[src/rtl/pixel_unpacker_if.sv]
// ---------------------------------------------------------------------------
// pixel_unpacker_if
// Byte-packed pixel stream (AXI4-Stream style) feeding the pixel unpacker.
//   tdata  : four packed pixel bytes, byte i = tdata[8i+7:8i]
//   tkeep  : carried for completeness, not used by the unpacker
//   tvalid : source has a word
//   tready : sink accepts the word this cycle
//   tlast  : word is the last of a line
//   tuser  : word is the first of a frame
// master drives the stream, slave consumes it.
// ---------------------------------------------------------------------------
interface pixel_unpacker_if;
    logic [31:0] tdata;
    logic [3:0]  tkeep;
    logic        tvalid;
    logic        tready;
    logic        tlast;
    logic        tuser;

    modport master (output tdata, output tkeep, output tvalid, output tlast,
                    output tuser, input tready);
    modport slave  (input tdata, input tkeep, input tvalid, input tlast,
                    input tuser, output tready);
endinterface

[src/rtl/pixel_unpacker.sv]
// ---------------------------------------------------------------------------
// pixel_unpacker
// Converts a stream of 32-bit words carrying packed 24-bit BGR pixels
// (4 pixels in every 3 words) into one pixel per handshake with x/y
// coordinates, start-of-frame / end-of-line markers and sticky framing
// error flags.
//
// Parameters
//   X_SIZE : pixels per line (multiple of 4)
//   Y_SIZE : lines per frame
// Ports
//   aclk, reset     : sole clock, asynchronous active-high reset
//   in_stream       : packed word stream (slave side)
//   r, g, b         : registered pixel colour
//   x, y            : column / row of the presented pixel
//   sof, eol        : pixel is (0,0) / pixel is the last of its line
//   pix_valid       : output pixel present, pix_ready : downstream accepts
//   sof_err         : sticky, tuser seen on a word that does not open a frame
//   eol_err         : sticky, tlast misplaced or missing
//   err_clear       : clears both sticky flags (a new error wins)
// Build option
//   PIXEL_UNPACKER_ERR_CNT_EN : adds saturating 16-bit error event counters
//                               sof_err_cnt / eol_err_cnt.
// ---------------------------------------------------------------------------
module pixel_unpacker #(
    parameter int X_SIZE = 640,
    parameter int Y_SIZE = 480
) (
    input  logic              aclk,
    input  logic              reset,
    pixel_unpacker_if.slave   in_stream,
    output logic [7:0]        r,
    output logic [7:0]        g,
    output logic [7:0]        b,
    output logic [9:0]        x,
    output logic [8:0]        y,
    output logic              sof,
    output logic              eol,
    output logic              pix_valid,
    input  logic              pix_ready,
    output logic              sof_err,
    output logic              eol_err,
    input  logic              err_clear
`ifdef PIXEL_UNPACKER_ERR_CNT_EN
    ,
    output logic [15:0]       sof_err_cnt,
    output logic [15:0]       eol_err_cnt
`endif
);

    localparam logic [1:0] P0 = 2'd0;
    localparam logic [1:0] P1 = 2'd1;
    localparam logic [1:0] P2 = 2'd2;
    localparam logic [1:0] P3 = 2'd3;

    localparam logic [9:0] X_LAST = 10'(X_SIZE - 1);
    // Pixel 2 of the final group of a line is produced by the line's last word.
    localparam logic [9:0] X_PRE  = 10'(X_SIZE - 2);
    localparam logic [8:0] Y_LAST = 9'(Y_SIZE - 1);

    logic [1:0]  phase_r;
    logic [23:0] hold_r;
    logic [9:0]  xc_r;
    logic [8:0]  yc_r;
    logic        run_r;
    logic [7:0]  r_r, g_r, b_r;
    logic [9:0]  x_r;
    logic [8:0]  y_r;
    logic        sof_r, eol_r, pix_valid_r;
    logic        sof_err_r, eol_err_r;

    logic        out_free_s, in_ready_s, accept_s, flush_s, step_s;
    logic        first_word_s, last_word_s, sof_evt_s, eol_evt_s, eol_resync_s;
    logic [1:0]  ph_eff_s, phase_nx_s;
    logic [9:0]  xe_s, xc_nx_s;
    logic [8:0]  ye_s, yc_nx_s, y_adv_s;
    logic [23:0] hold_nx_s;
    logic [7:0]  pr_s, pg_s, pb_s;
    logic [31:0] d_s;
    logic        unused_s;

    assign unused_s = ^in_stream.tkeep;

    // Handshake, framing checks, byte decode and next-state selection.
    always_comb begin
        d_s          = in_stream.tdata;
        out_free_s   = !pix_valid_r || pix_ready;
        // No word is taken in P3: that cycle drains the three held bytes.
        in_ready_s   = run_r && (phase_r != P3) && out_free_s;
        accept_s     = in_stream.tvalid && in_ready_s;
        flush_s      = run_r && (phase_r == P3) && out_free_s;
        step_s       = accept_s || flush_s;
        first_word_s = (phase_r == P0) && (xc_r == 10'd0) && (yc_r == 9'd0);
        sof_evt_s    = accept_s && in_stream.tuser && !first_word_s;

        // A misplaced tuser restarts the frame with this word as word0.
        if (sof_evt_s) begin
            ph_eff_s = P0;
            xe_s     = 10'd0;
            ye_s     = 9'd0;
        end else begin
            ph_eff_s = phase_r;
            xe_s     = xc_r;
            ye_s     = yc_r;
        end

        last_word_s  = (ph_eff_s == P2) && (xe_s == X_PRE);
        eol_evt_s    = accept_s && (in_stream.tlast != last_word_s);
        eol_resync_s = accept_s && in_stream.tlast && !last_word_s;

        if (ye_s == Y_LAST) begin
            y_adv_s = 9'd0;
        end else begin
            y_adv_s = ye_s + 9'd1;
        end

        case (ph_eff_s)
            P0: begin
                pb_s       = d_s[7:0];
                pg_s       = d_s[15:8];
                pr_s       = d_s[23:16];
                hold_nx_s  = {16'h0000, d_s[31:24]};
                phase_nx_s = P1;
            end
            P1: begin
                pb_s       = hold_r[7:0];
                pg_s       = d_s[7:0];
                pr_s       = d_s[15:8];
                hold_nx_s  = {8'h00, d_s[31:16]};
                phase_nx_s = P2;
            end
            P2: begin
                pb_s       = hold_r[7:0];
                pg_s       = hold_r[15:8];
                pr_s       = d_s[7:0];
                hold_nx_s  = d_s[31:8];
                phase_nx_s = P3;
            end
            default: begin
                pb_s       = hold_r[7:0];
                pg_s       = hold_r[15:8];
                pr_s       = hold_r[23:16];
                hold_nx_s  = 24'h000000;
                phase_nx_s = P0;
            end
        endcase

        if (xe_s == X_LAST) begin
            xc_nx_s = 10'd0;
            yc_nx_s = y_adv_s;
        end else begin
            xc_nx_s = xe_s + 10'd1;
            yc_nx_s = ye_s;
        end

        // Early tlast: keep this word's pixel, drop held bytes, start a new line.
        if (eol_resync_s) begin
            phase_nx_s = P0;
            hold_nx_s  = 24'h000000;
            xc_nx_s    = 10'd0;
            yc_nx_s    = y_adv_s;
        end else begin
            phase_nx_s = phase_nx_s;
        end
    end

    // Phase, held bytes, coordinate counters and the output pixel register.
    always_ff @(posedge aclk or posedge reset) begin
        if (reset) begin
            run_r       <= 1'b0;
            phase_r     <= P0;
            hold_r      <= 24'h000000;
            xc_r        <= 10'd0;
            yc_r        <= 9'd0;
            r_r         <= 8'h00;
            g_r         <= 8'h00;
            b_r         <= 8'h00;
            x_r         <= 10'd0;
            y_r         <= 9'd0;
            sof_r       <= 1'b0;
            eol_r       <= 1'b0;
            pix_valid_r <= 1'b0;
        end else begin
            run_r <= 1'b1;
            if (step_s) begin
                phase_r     <= phase_nx_s;
                hold_r      <= hold_nx_s;
                xc_r        <= xc_nx_s;
                yc_r        <= yc_nx_s;
                r_r         <= pr_s;
                g_r         <= pg_s;
                b_r         <= pb_s;
                x_r         <= xe_s;
                y_r         <= ye_s;
                sof_r       <= (xe_s == 10'd0) && (ye_s == 9'd0);
                eol_r       <= (xe_s == X_LAST);
                pix_valid_r <= 1'b1;
            end else if (pix_ready) begin
                pix_valid_r <= 1'b0;
            end
        end
    end

    // Sticky error flags; a new error in the clearing cycle keeps its flag set.
    always_ff @(posedge aclk or posedge reset) begin
        if (reset) begin
            sof_err_r <= 1'b0;
            eol_err_r <= 1'b0;
        end else begin
            if (sof_evt_s) begin
                sof_err_r <= 1'b1;
            end else if (err_clear) begin
                sof_err_r <= 1'b0;
            end
            if (eol_evt_s) begin
                eol_err_r <= 1'b1;
            end else if (err_clear) begin
                eol_err_r <= 1'b0;
            end
        end
    end

`ifdef PIXEL_UNPACKER_ERR_CNT_EN
    logic [15:0] sof_cnt_r, eol_cnt_r;

    // Saturating error event counters; an event in the clearing cycle counts as one.
    always_ff @(posedge aclk or posedge reset) begin
        if (reset) begin
            sof_cnt_r <= 16'h0000;
            eol_cnt_r <= 16'h0000;
        end else begin
            if (err_clear) begin
                sof_cnt_r <= sof_evt_s ? 16'h0001 : 16'h0000;
            end else if (sof_evt_s && (sof_cnt_r != 16'hFFFF)) begin
                sof_cnt_r <= sof_cnt_r + 16'h0001;
            end
            if (err_clear) begin
                eol_cnt_r <= eol_evt_s ? 16'h0001 : 16'h0000;
            end else if (eol_evt_s && (eol_cnt_r != 16'hFFFF)) begin
                eol_cnt_r <= eol_cnt_r + 16'h0001;
            end
        end
    end

    assign sof_err_cnt = sof_cnt_r;
    assign eol_err_cnt = eol_cnt_r;
`endif

    assign in_stream.tready = in_ready_s;
    assign r         = r_r;
    assign g         = g_r;
    assign b         = b_r;
    assign x         = x_r;
    assign y         = y_r;
    assign sof       = sof_r;
    assign eol       = eol_r;
    assign pix_valid = pix_valid_r;
    assign sof_err   = sof_err_r;
    assign eol_err   = eol_err_r;

endmodule

[src/flat_wrapper.sv]
// flat-port wrapper written by rule: the top's interface ports become plain ports
module pixel_unpacker_flat 
#(
    parameter int X_SIZE = 640,
    parameter int Y_SIZE = 480
)
  (aclk, reset, r, g, b, x, y, sof, eol, pix_valid, pix_ready, sof_err, eol_err, err_clear, in_stream_tdata, in_stream_tkeep, in_stream_tvalid, in_stream_tlast, in_stream_tuser, in_stream_tready);
  pixel_unpacker_if in_stream_i ();
  input  logic aclk;
  input  logic reset;
  output logic [7:0] r;
  output logic [7:0] g;
  output logic [7:0] b;
  output logic [9:0] x;
  output logic [8:0] y;
  output logic sof;
  output logic eol;
  output logic pix_valid;
  input  logic pix_ready;
  output logic sof_err;
  output logic eol_err;
  input  logic err_clear;
  input wire logic [$bits(in_stream_i.tdata)-1:0] in_stream_tdata;
  input wire logic [$bits(in_stream_i.tkeep)-1:0] in_stream_tkeep;
  input wire logic [$bits(in_stream_i.tvalid)-1:0] in_stream_tvalid;
  input wire logic [$bits(in_stream_i.tlast)-1:0] in_stream_tlast;
  input wire logic [$bits(in_stream_i.tuser)-1:0] in_stream_tuser;
  output wire logic [$bits(in_stream_i.tready)-1:0] in_stream_tready;
  assign in_stream_i.tdata = in_stream_tdata;
  assign in_stream_i.tkeep = in_stream_tkeep;
  assign in_stream_i.tvalid = in_stream_tvalid;
  assign in_stream_i.tlast = in_stream_tlast;
  assign in_stream_i.tuser = in_stream_tuser;
  assign in_stream_tready = in_stream_i.tready;
  pixel_unpacker #(.X_SIZE(X_SIZE), .Y_SIZE(Y_SIZE)) u_core (.aclk(aclk), .reset(reset), .in_stream(in_stream_i), .r(r), .g(g), .b(b), .x(x), .y(y), .sof(sof), .eol(eol), .pix_valid(pix_valid), .pix_ready(pix_ready), .sof_err(sof_err), .eol_err(eol_err), .err_clear(err_clear));
endmodule
[config.mk]
export PLATFORM = sky130hd
export DESIGN_NAME = pixel_unpacker_flat
export DESIGN_NICKNAME = d
export VERILOG_FILES = /design/src/rtl/pixel_unpacker_if.sv /design/src/rtl/pixel_unpacker.sv /design/src/flat_wrapper.sv
export SDC_FILE = /design/constraint.sdc
export NUM_CORES = 1
export LEC_CHECK = 0
export BUFFER_PORTS_ARGS = -buffer_cell sky130_fd_sc_hd__buf_2
export CAP_MARGIN = 20
export CELL_PAD_IN_SITES_DETAIL_PLACEMENT = 0
export CELL_PAD_IN_SITES_GLOBAL_PLACEMENT = 2
export CORE_UTILIZATION = 32
export CTS_BUF_LIST = sky130_fd_sc_hd__clkbuf_4
export CTS_CLUSTER_SIZE = 8
export DETAILED_ROUTE_END_ITERATION = 8
export PLACE_DENSITY = 0.86
export SETUP_SLACK_MARGIN = 0.1
export SYNTH_ARGS = -nofsm -noshare
export SYNTH_HDL_FRONTEND = slang
export SYNTH_SLANG_ARGS = --single-unit
[constraint.sdc]
create_clock -name aclk -period 3.1 [get_ports aclk]
set_input_delay 0.31 -clock aclk [delete_from_list [all_inputs] [get_ports aclk]]
set_output_delay 0.31 -clock aclk [all_outputs]
set_load 0.05 [all_outputs]
==> results, run 1 <==
- Counting along the longest clock path gives a buffer depth of 2.
- For this run, the top clock speed supported by timing is 0.357 GHz.
- The share of synthesized registers carrying an async set or reset is 100%.
- The first-pass detailed-route iteration total is 6.
- The region available for standard cell placement spans 0.0140 mm^2.
- The largest vdd supply drop is 394 uV.
- Clock tree synthesis found a total of 94 sinks.
- In the final routed layout, each cell accounts on average for 17.3 um.
- The standard cell with the maximum stage delay on the critical path is dfrtp_2.
- Max-cap violations in this run came to 0.
- After synthesis, the cell types taking the most area are dfrtp_1 51%, nand2_1 6.1%, o21ai_0 5.4%.
- The measured slew at the worst slew-check pin is 0.697 ns.
- On the worst path, the slowest cell contributes a delay of 0.48 ns.
- Summed over all layers, the global routing overflow is 0.
- The number of global-route vias before repair is 4148.
- The max-slew violation count came to 0.
- The per-cell via count in the routed design is 5.45.
- The initial core utilization is 33.1%.
- The H-tree was split into 3 levels.
- The worst setup path is captured at a flip-flop.
- The critical setup path kind is flip-flop to flip-flop.
- Once detail routing completed, the nets flagged for antenna violations numbered 0.
- In the synthesized netlist, the cells that appear most often are 94 x dfrtp_1, 76 x nand2_1, 50 x o21ai_0.
- The most frequent cell after synthesis is dfrtp_1.
- The count of final setup violators is 0.
- After synthesis the netlist holds a flip-flop and latch count of 94.
- The overall routing resource usage is 18.4%.
- Total power for the finished layout comes to 5.17 mW.
- Measured against its own limit, the worst slew margin works out to 53.5%.
- The required time at the worst-slack endpoint is 3.50 ns.
- The fill cell instance count of the final layout is 1401.
- The die is 123 um tall.
- The first global-routing pass estimated 21.2 mm of wire.
- The final-report hold violation count was 0.
- The number of non-filler instances in the completed layout is 751.
- The final layout contains 618 nets.
- The starting DRC count in detailed routing is 322.
- In this run the worst path has a maximum fanout of 8.
- After detailed routing, the total wire length is 13.0 mm.
- The number of enable flip-flop cells after synthesis is 0.
- The sum of net half-perimeters after detailed placement is 9.08 mm.
- Power spread over the standard cell area amounts to 930 mW/mm^2.
- The final antenna diode count is 0.
- At the end of routability-driven placement, the weighted congestion stood at 0.798.
- The floorplan die area is 0.0150 mm^2.
- The signal on the critical path passes through a21boi_4, nand4_4, and2_1, inv_1, ha_1, nand2_1, nor4_4, nor3b_4, a211o_2, or4_1, o21ai_0.
- After clock tree synthesis, the clock-pin slew on the worst setup and hold paths is 0.14 ns.
- STA puts the critical path data arrival time at 3.20 ns.
- The number of antenna violations at the first check in global routing was 3.
- The number of cells after detailed placement is 731.
- After detailed routing, the number of remaining DRC violations is 0.
- Final hold analysis gives a worst-case slack of 0.103 ns.
- The count of buffers added on input and output ports is 87.
- Setup repair after global routing left no endpoint under its margin.
- The leakage power is 2.59 nW.
- The maximum number of pins on one net before global-route repair is 59.
- Once layout is complete, the utilization of the core stands at 39.6%.
- The average instance area after synthesis is 9.66 um^2.
- The final-layout setup total negative slack is 0 ns.
- During synthesis, Yosys emitted a total of 0 warnings.
- The sequential element share of the synthesized area is 50.5%.
- The post-placement worst setup slack is 0.0515 ns.
- In the synthesized netlist the dominant register cell turns out to be dfrtp_1.
- The number of cell rows is 43.
- The count of cell types in the netlist is 54.
- The count of mapped cells out of synthesis is 482.
- In this run the clock root is driven by a clkbuf_4.
- The final critical path takes up 90.3% of the cycle.
- The source-to-sink clock delay at the later pin of the worst-skew pair is 0.48 ns.
- In this run, CTS created clock tree buffers numbering 9.
- The fraction of post-synthesis cell area in the top cell type by area is 50.5%.
- In this run the worst hold path is classified as input pin to flip-flop.
- The minimum clock period after layout is 2.80 ns.
- For this block, the via count after detailed routing is 4096.
- Clock skew on the completed layout was measured at 0.0120 ns.
- The post-route cell area is 0.00556 mm^2.
- The most area-hungry cell type in the Yosys netlist is dfrtp_1.
- The kind of launch point of the worst setup path is a flip-flop.
- The synthesized netlist net count is 534.
- After synthesis the cells add up to 0.00465 mm^2.
- The layout overhead on the synthesized area is 19.4%.
- The die is 123 um wide.
- The cell area reported after detailed placement is 0.00535 mm^2.
- The proportion of layout cells with a drive suffix above 1 is 23.8%.
- The flow ran to the end, and the final reports show no timing, DRC or antenna violations.
- TritonCTS built the clock tree.
- Pin placement for this block handled 92 I/O pins.
- In the post-route analysis, the smallest setup slack over all paths is 0.302 ns.
-- cell usage in the layout, fill, tap and decap left out, drive strengths merged, types with 2 or more instances in the layout --
master	n
a31oi	8
nor3b	2
nand2	76
nor2	29
and2	2
a222oi	16
a22o	13
o31ai	8
buf	106
ha	9
a41o	2
and3	3
a211oi	2
a21o	2
nand4	10
nand3	14
dlygate4sd3	2
nand2b	2
nor4	6
mux2i	10
dfrtp	94
o21ai	50
o211ai	3
inv	14
nor3	5
or4	5
a22oi	16
clkbuf	11
a21oi	16
o22ai	2
a32o	8
a211o	2
o221ai	2
clkinv	4
-- power breakdown --
part	switching, mW	internal [mW]	total [mW]
Sequential	0.297	1.64	1.93
Clock	0.418	0.258	0.676
Combinational	1.81	0.754	2.56
-- metal layers --
metal	vias to the layer above	GRT usage, %	part of all wire, %
met2	117	30.7	49
li1	1959	-	-
met3	18	7.71	7.5
met4	4	5.41	1.1
met1	1998	21.4	42
met5	-	0	0.18
-- area by class of cell --
| class | instances | area (um^2) | share of cell area (%) |
|---|---|---|---|
| flip-flops and latches | 94 | 2350 | 42.4 |
| inverters | 15 | 57.6 | 1.04 |
| clock inverters | 5 | 50.0 | 0.900 |
| multi-input cells | 338 | 2140 | 38.6 |
| repair buffers | 108 | 643 | 11.6 |
| well taps | 180 | 225 | 4.05 |
| clock buffers | 11 | 82.6 | 1.49 |
-- worst paths after layout --
kind | from | endpoint | slack (ns) | cells past startpoint
min in group asynchronous | reset | u_core.b[2] | 0.26 | 3
max | u_core.phase_r[1] | u_core.xc_r[3] | 0.30 | 11
max in group asynchronous | reset | u_core.hold_r[19] | 2.07 | 5
min | in_stream_tdata[26] | u_core.hold_r[18] | 0.10 | 2
max reg2reg | u_core.phase_r[1] | u_core.xc_r[3] | 0.30 | 11
min reg2reg | u_core.eol | u_core.eol | 0.47 | 2
-- worst max-delay path, delay by kind of cell (launching register included) --
family | cells | cell delay (ns)
AOI/OAI and AO/OA | 3 | 0.68
adders and majority gates | 1 | 0.18
buffers and inverters | 1 | 0.10
DFF | 1 | 0.48
and+or+nand+nor | 6 | 1.27
-- what timing repair did --
item,4_1_cts,5_1_grt
hold endpoints to repair,2,9
endpoints found under the setup margin,8,28
buffers inserted,0,1
pin swaps,0,1
hold buffers,1,1
gates resized for setup,2,4
-- logic make-up (layout without fill, tap and decap cells) --
group	count (synthesis)	after routing	share of synthesized area, %
and+or+nand+nor	160	160	16.6
other	1	1	0.0806
xor gates and xnor gates	2	2	0.376
adders and majority gates	9	9	2.42
DFF	94	94	50.5
muxes	10	10	2.15
AOI/OAI and AO/OA	156	156	23.6
buffers and inverters	50	139	4.30
-- flip-flops by register name (all words and copies together), names as in the netlist, 2 cells and up --
name,count
u_core.hold_r,24
u_core.x,10
u_core.xc_r,10
u_core.y,9
u_core.yc_r,9
u_core.b,8
u_core.g,8
u_core.r,8
u_core.phase_r,2
No activity file was read; power rests on OpenSTA's default activity.
==> inputs of run 2 (changes only) <==
Settings changed: ABC_AREA set to 1, CAP_MARGIN 20 to unset, CORE_UTILIZATION 32 to 30.
==> run 2 against run 1 <==
  * Sequential power grew 3%
  * Global-route usage down 0.27 points
  * Combinational power up 15%
  * Die area grew 14%
  * First-iteration DRC count decreased by 11%
  * Non-clock buffer count stayed put
  * Synthesized area up 7.5%
  * Core utilization down 2.8 points
  * Clock power shrank 12%
  * Worst hold slack better by 0.0059 ns
  * Critical path depth rose by 9
  * Largest cell class unchanged
  * Largest power group unchanged
==> results, run 2 <==
- In this run the static leakage power is 2.94 nW.
- The total via count after detailed routing is 4819.
- In this run the critical register-to-register path is captured at u_core.yc_r[7].
- Of the total synthesized cell area, the portion taken by XOR and XNOR cells is 0.700%.
- The top cell family by delay on the critical path is simple AND/OR/NAND/NOR gates.
- TritonCTS built the clock tree.
- The source-to-sink clock delay at the later pin of the worst-skew pair is 0.47 ns.
- The maximum achievable frequency is 0.364 GHz.
- For this design the top-level I/O count stands at 92.
- The starting DRC count in detailed routing is 287.
- The element type at the critical path end is a flip-flop.
- The largest fanout on the critical path is 14.
- The die covers 0.0172 mm^2.
- The worst setup path is of the flip-flop to flip-flop kind.
- The headroom to the max-slew limit is 41.6%.
- The initial core utilization is 31.2%.
- Among all cell types in the netlist, the one instantiated most often is nand2_1.
- The height of the die is 131 um.
- For this design the ratio of total power to cell area is 935 mW/mm^2.
- The worst flop-to-flop path startpoint is u_core.yc_r[2].
- The final-report hold violation count is 0.
- The clock sink total is 94.
- The layout overhead on the synthesized area is 18.0%.
- The share of synthesized registers carrying an async set or reset is 100%.
- The H-tree was split into 3 levels.
- After synthesis, the largest family of logic cells by area is simple AND/OR/NAND/NOR gates.
- Clock-pin slew was measured on the worst setup and hold paths at 0.15 ns.
- The routed design has 15.2 mm of wire.
- After synthesis, the mean cell area works out to 7.56 um^2.
- For this run, the slowest stage of the critical path takes 0.48 ns.
- Ranked by total cell area, the synthesized netlist is headed by dfrtp_1 47%, nand2_1 16%, o21ai_0 5.4%.
- The fraction of the mapped netlist area in adder cells is 2.25%.
- The number of cell rows is 46.
- The worst hold path passes through 3 cells.
- The root cell of the clock tree is clkbuf_4.
- The primary flip-flop cell chosen by synthesis mapping is dfrtp_1.
- After global routing the overflow that remains totals 0.
- Hold timing on the final database bottoms out at a slack of 0.109 ns.
- The sequential element share of the synthesized area is 47.0%.
- Synthesis produced a netlist whose cell count is 662.
- For this run, design rule violations remaining after detail routing come to 0.
- The warning count from the yosys run is 0.
- The number of flip-flops in the largest register is 24.
- The HPWL after detailed placement is 10.6 mm.
- Overall power consumption after layout is estimated at 5.53 mW.
- The minimum clock period after layout is 2.75 ns.
- The count of buffers from port buffering is 87.
- Counting flops per register, the top entry is u_core.hold_r.
- The count of final setup violators is 0.
- The worst-case IR drop observed on VDD is 430 uV.
- The TritonCTS buffer count is 9.
- For flop-to-flop paths, the worst setup slack is 0.35 ns.
- The buffer depth of the longest clock path is 2.
- The max-slew violation count came to 0.
- The synthesis-stage register bit count is 94.
- The core box area is 0.0161 mm^2.
- The first-pass GRT wire length is 24.8 mm.
- The most common library cell in the layout ignoring fill and taps is nand2_1.
- In this run the horizontal extent of the chip is 131 um.
- The endpoint of the worst hold-timing path is u_core.hold_r[8].
- After the last flow step, the layout net total stands at 801.
- Counting both buffers and inverters, the worst setup path holds a total of 4.
- The number of antenna violations at the first check in global routing is 3.
- Leaving out fill and tap cells, the most frequent cells in the layout are 207 x nand2_1, 91 x dfrtp_1, 87 x buf_2, 60 x nor2_1.
- For the worst setup path, the data required time is 3.47 ns.
- The synthesized netlist devotes 30.3% of its cell area to simple gates.
- The proportion of layout cells with a drive suffix above 1 is 19.1%.
- Summing the areas of all compound-gate instances in the mapped netlist gives 12.6% of the synthesized area.
- Global routing used 18.1% of the available tracks across all layers.
- The worst path uses 88.5% of the clock period.
- Between clock sinks in the finished design, the worst skew comes to 0.0153 ns.
- The number of global-route vias before repair is 4754.
- Counting tap cells, the placed design contains a total of 946 instances.
- In this run, synthesis inferred 0 flip-flops with an integrated enable.
- The slowest stage of the critical path belongs to the cell dfrtp_2.
- The first detailed-routing pass ran for 7 iterations.
- The summed instance area of the synthesized netlist is 0.00500 mm^2.
- The per-cell via count in the routed design is 4.96.
- In the final routed layout, each cell accounts on average for 15.6 um.
- The max capacitance violation total is 0.
- The maximum number of pins on one net before global-route repair is 70.
- The detail route stage leaves a number of antenna-violating nets equal to 0.
- Measured against the total synthesized area, the mux share comes to 0%.
- The number of non-filler instances in the completed layout is 971.
- The biggest area contributor in the post-synthesis netlist is dfrtp_1.
- By count the netlist is led by 208 x nand2_1, 94 x dfrtp_1, 63 x nor2_1.
- Setup repair after global routing left no endpoint under its margin.
- At the worst endpoint, the arrival time is 3.11 ns.
- The run finished with clean final reports.
- The class of the worst hold path is input pin to flip-flop.
- When the netlist entered floorplanning its net count stood at 714.
- The final weighted congestion in routability-driven placement is 0.889.
- The fraction of post-synthesis cell area in the top cell type by area is 47.0%.
- The critical path goes through nor2_1, nand2_1, nor2_1, nand3_1, nand2_4, clkinvlp_4, nor2_4, inv_1, ha_1, inv_1, nor2_1, nand3_1, nor2_1, nand2_2, nand2_8, nand3_4, buf_4, nand2_1, nand2_1, nand2_1.
- Adding up every negative setup slack in the final design gives 0 ns.
- The measured slew at the worst slew-check pin is 0.875 ns.
- Measured in cells, the most critical reg-to-reg path has a length of 20.
- The worst hold path begins at in_stream_tdata[16].
- The worst setup path is launched from a flip-flop.
- Yosys mapped the design onto 36 distinct sky130hd cell types.
[run 2: worst max path at each step]
stage	startpoint	end	slack [ns]	cells past startpoint
after floorplan	reset	u_core.b[0]	0.34	1
after global placement	pix_ready	u_core.xc_r[9]	0.21	20
after detailed placement	pix_ready	u_core.xc_r[9]	0.16	20
after CTS	u_core.phase_r[0]	u_core.xc_r[8]	0.14	18
after global routing	u_core.yc_r[2]	u_core.yc_r[7]	0.1	20
final	u_core.yc_r[2]	u_core.yc_r[7]	0.35	20
[run 2: metal layers]
| layer | share of wire, % | GRT usage (%) |
|---|---|---|
| met5 | 0.086 | 0 |
| met3 | 5.3 | 4.32 |
| met4 | 1.4 | 4.51 |
| met2 | 49 | 30.5 |
| met1 | 45 | 23.2 |
[run 2: repair_timing]
action,4_1_cts,5_1_grt
hold endpoints to repair,43,0
setup endpoints to repair,0,49
hold buffers,2,0
gates resized for setup,0,15
buffers inserted,0,6
[run 2: worst reg2reg max path, cell delays in order (launching register included)]
cell and delay (ns):
dfrtp_2 0.48, nor2_1 0.12, nand2_1 0.09, nor2_1 0.10
nand3_1 0.13, nand2_4 0.10, clkinvlp_4 0.17, nor2_4 0.16
inv_1 0.09, ha_1 0.21, inv_1 0.13, nor2_1 0.06
nand3_1 0.07, nor2_1 0.05, nand2_2 0.12, nand2_8 0.12
nand3_4 0.14, buf_4 0.15, nand2_1 0.05, nand2_1 0.06
nand2_1 0.04
[run 2: cell families (layout without fill, tap and decap cells)]
kind of cell	count (synthesis)	after routing
flip-flops	94	94
AO/OA/AOI/OAI	111	111
adder cells (fa/ha/maj)	9	9
other	1	3
XOR/XNOR	4	4
buffers and inverters	91	182
AND/OR/NAND/NOR	352	352
[run 2: area by class of cell]
class | count | area, um^2
Antenna cell | 2 | 5.00
Clock buffer | 12 | 90.1
Clock inverter | 3 | 12.5
Fill cell | 1722 | 10200
Inverter | 59 | 230
Multi-Input combinational cell | 477 | 2340
Sequential cell | 94 | 2360
Tap cell | 216 | 270
Timing Repair Buffer | 108 | 602
[run 2: per-stage QoR]
step / cell area (um^2) / utilization (%) / setup slack (ns)
after floorplan: 5000 / - / 0.341
after CTS: 5810 / 36.2 / 0.139
after global routing: 5900 / 36.8 / 0.0958
after global placement: 5680 / 35.4 / 0.213
after detailed placement: 5680 / 35.4 / 0.161
final: 5910 / 36.8 / 0.355
[run 2: where the power goes]
| group | switching, mW | internal [mW] |
|---|---|---|
| sequential | 0.305 | 1.68 |
| clock | 0.414 | 0.182 |
| combinational | 2.15 | 0.790 |
==> inputs of run 3 (changes only) <==
Settings changed: CORE_MARGIN set to 2.
==> run 3 against run 2 <==
  * Total power increased by 2.3%
  * Design area grew 1.2%
  * Largest cell class unchanged
  * Worst hold slack got worse by 0.057 ns
  * Clock power increased by 15%
  * Via count rose by 0.58%
  * Clock skew down 0.0026 ns
  * Sequential share of layout area fell by 0.42 points
  * Non-clock buffer count grew 3
  * Core utilization down 0.47 points
==> results, run 3 (synthesized netlist as in run 2, its figures left out) <==
- The count of nets left with antenna violations once routing finished came out at 0.
- The number of clock buffers added by TritonCTS is 9.
- The startpoint of the worst hold path is err_clear.
- The max-slew violation count is 0.
- The overall routing resource usage is 18.0%.
- The share of the clock period used by the worst path is 90.7%.
- Once the floorplan was initialized, standard cells occupied 30.4% of the core.
- In this design, the stage delay of the slowest critical-path cell is 0.44 ns.
- Summed over all layers, the routed wires come to 15.6 mm.
- The setup path with the least slack is of type flip-flop to flip-flop.
- The number of cell rows is 47.
- The clock passes through at most 2 buffers.
- For this design, the slowest cell found on the critical path is dfrtp_2.
- The number of flip-flops in the largest register is 24.
- Setup violations remaining at the end of the flow were counted as 0.
- Along the worst hold path, the cell count comes to 2.
- The worst path in the final design needs a cycle of 2.81 ns, including I/O delays and setup.
- The final-layout setup total negative slack is 0 ns.
- Summing over every cut layer, the via total after detailed routing is 4847.
- The fill cell instance count of the final layout is 1795.
- The count of buffers from port buffering is 87.
- In the final layout, the share of cells above drive strength 1 is 20.1%.
- The first-pass detailed-route iteration total is 4.
- The largest vdd supply drop is 474 uV.
- The endpoint of the worst hold-timing path is u_core.sof_err.
- The die boundary width is 133 um.
- The number of global-route vias before repair is 4826.
- The worst setup path is captured at a flip-flop.
- The sum of net half-perimeters after detailed placement is 10.8 mm.
- The maximum achievable frequency is 0.356 GHz.
- Walking the worst path, the cells encountered are nor2_1, nand2_1, nor2_1, nand3_1, nand2_4, clkinvlp_4, nor2_4, inv_1, ha_1, inv_1, buf_4, o22ai_1, a21oi_1, o21ai_0.
- The final-report hold violation count came to 0.
- The clock sink total is 94.
- Clock-pin slew was measured on the worst setup and hold paths at 0.14 ns.
- The library cell used most frequently in the layout, excluding fill and tap cells, is nand2_1.
- The worst register-to-register path has a depth of 14.
- The root cell of the clock tree is clkbuf_4.
- At the later pin of the worst-skew pair, clock insertion delay measures 0.47 ns.
- The run finished with clean final reports.
- The count of nets after finishing is 804.
- The total overflow left after global routing is 0.
- The layout overhead on the synthesized area is 19.5%.
- Entering global routing, the biggest net connects 53 pins.
- After detailed placement, the design holds a cell count of 949.
- The power per cell area is 945 mW/mm^2.
- The detail-routed net length per standard cell is 15.9 um.
- For this run, design rule violations remaining after detail routing come to 0.
- In this run the static leakage power is 2.97 nW.
- The worst pin sits at a relative slew slack of 57.1%.
- The I/O pin count is 92.
- The number of antenna violations at the first check in global routing is 4.
- The register containing the most flip-flops in the final layout is u_core.hold_r.
- The buffering stage count on the worst path with inverters included is 4.
- In this run the vertical extent of the chip is 133 um.
- The tightest min-delay check is of the input pin to flip-flop type.
- The starting DRC count in detailed routing is 399.
- Along the worst path, the maximum fanout reaches 15.
- In this run the critical register-to-register path is launched from u_core.xc_r[3].
- STA classifies the critical path startpoint as a flip-flop.
- The deepest level of the CTS H-tree is 3.
- The reg-to-reg setup timing slack is 0.29 ns.
- The top cell family by delay on the critical path is buffers and inverters.
- The CTS tree is yes.
- The floorplan die area is 0.0177 mm^2.
- The required time at the worst-slack endpoint is 3.46 ns.
- For the worst setup path, the data arrival time is 3.18 ns.
- The core region is 0.0165 mm^2.
- The congestion estimate from routability-driven global placement came to 0.923.
- The library cells used most frequently in the layout, excluding fill and tap cells, are 207 x nand2_1, 88 x dfrtp_1, 87 x buf_2, 61 x nor2_1, 53 x o21ai_0.
- The per-cell via count in the routed design is 4.95.
- The first-pass GRT wire length is 25.2 mm.
- Setup repair after global routing could not meet its margin everywhere.
- In this run the critical register-to-register path is captured at u_core.hold_r[7].
- The setup clock skew after layout is 0.0127 ns.
- The tool flagged a number of max-cap violations equal to 0.
- At the pin with the least slew margin, the transition time is 0.643 ns.
- After the flow finishes, the layout carries non-filler instances totaling 980.
[run 3: area by class of cell]
type,instances,area (um^2),area share [%]
flip-flops and latches,94,2360,39.5
multi-input cells,477,2340,39.2
repair buffers,111,631,10.5
well taps,220,275,4.60
inverters,59,230,3.85
clock buffers,11,82.6,1.38
clock inverters,5,50.0,0.837
diodes,3,7.51,0.126
[run 3: how the worst max path moves through the flow]
stage,startpoint,end,cells past startpoint
5_1_grt,u_core.yc_r[4],u_core.hold_r[7],14
3_5_place_dp,pix_ready,u_core.xc_r[9],20
2_1_floorplan,reset,u_core.b[0],1
3_3_place_gp,pix_ready,u_core.xc_r[9],20
4_1_cts,u_core.xc_r[3],u_core.hold_r[7],13
6_report,u_core.xc_r[3],u_core.hold_r[7],14
[run 3: power by group]
group          switching, mW  internal, mW  total (mW)
sequential             0.298          1.68        1.98
combinational           2.18         0.808        2.99
clock                  0.425         0.258       0.683
total                   2.90          2.75        5.65
[run 3: what timing repair did]
| item | CTS | global route |
|---|---|---|
| hold endpoints to repair | 35 | 0 |
| hold buffers | 1 | 0 |
| pin swaps | 1 | 1 |
| resized for setup | 2 | 16 |
| endpoints found under the setup margin | 2 | 58 |
| setup buffers | 2 | 9 |
[run 3: through the flow]
step                hold slack (ns)  utilization [%]  setup WS (ns)  instance area (um^2)  total power, mW
floorplan                     0.418                -          0.341                  5000             4.09
global placement              0.405             34.5          0.172                  5680             4.86
detailed placement            0.425             34.5          0.121                  5680             4.90
CTS                          0.0199             35.6          0.156                  5860             5.63
global route                 0.0372             36.3         0.0659                  5970             6.08
finish                       0.0522             36.3          0.288                  5980             5.65
[run 3: routing by layer]
layer / up-vias / share of wire (%) / track usage (%)
met2: 140 / 49 / 30.3
li1: 2361 / - / -
met1: 2323 / 43 / 22.5
met5: - / 0.083 / 0
met4: 2 / 1.6 / 4.55
met3: 21 / 6.8 / 5.90
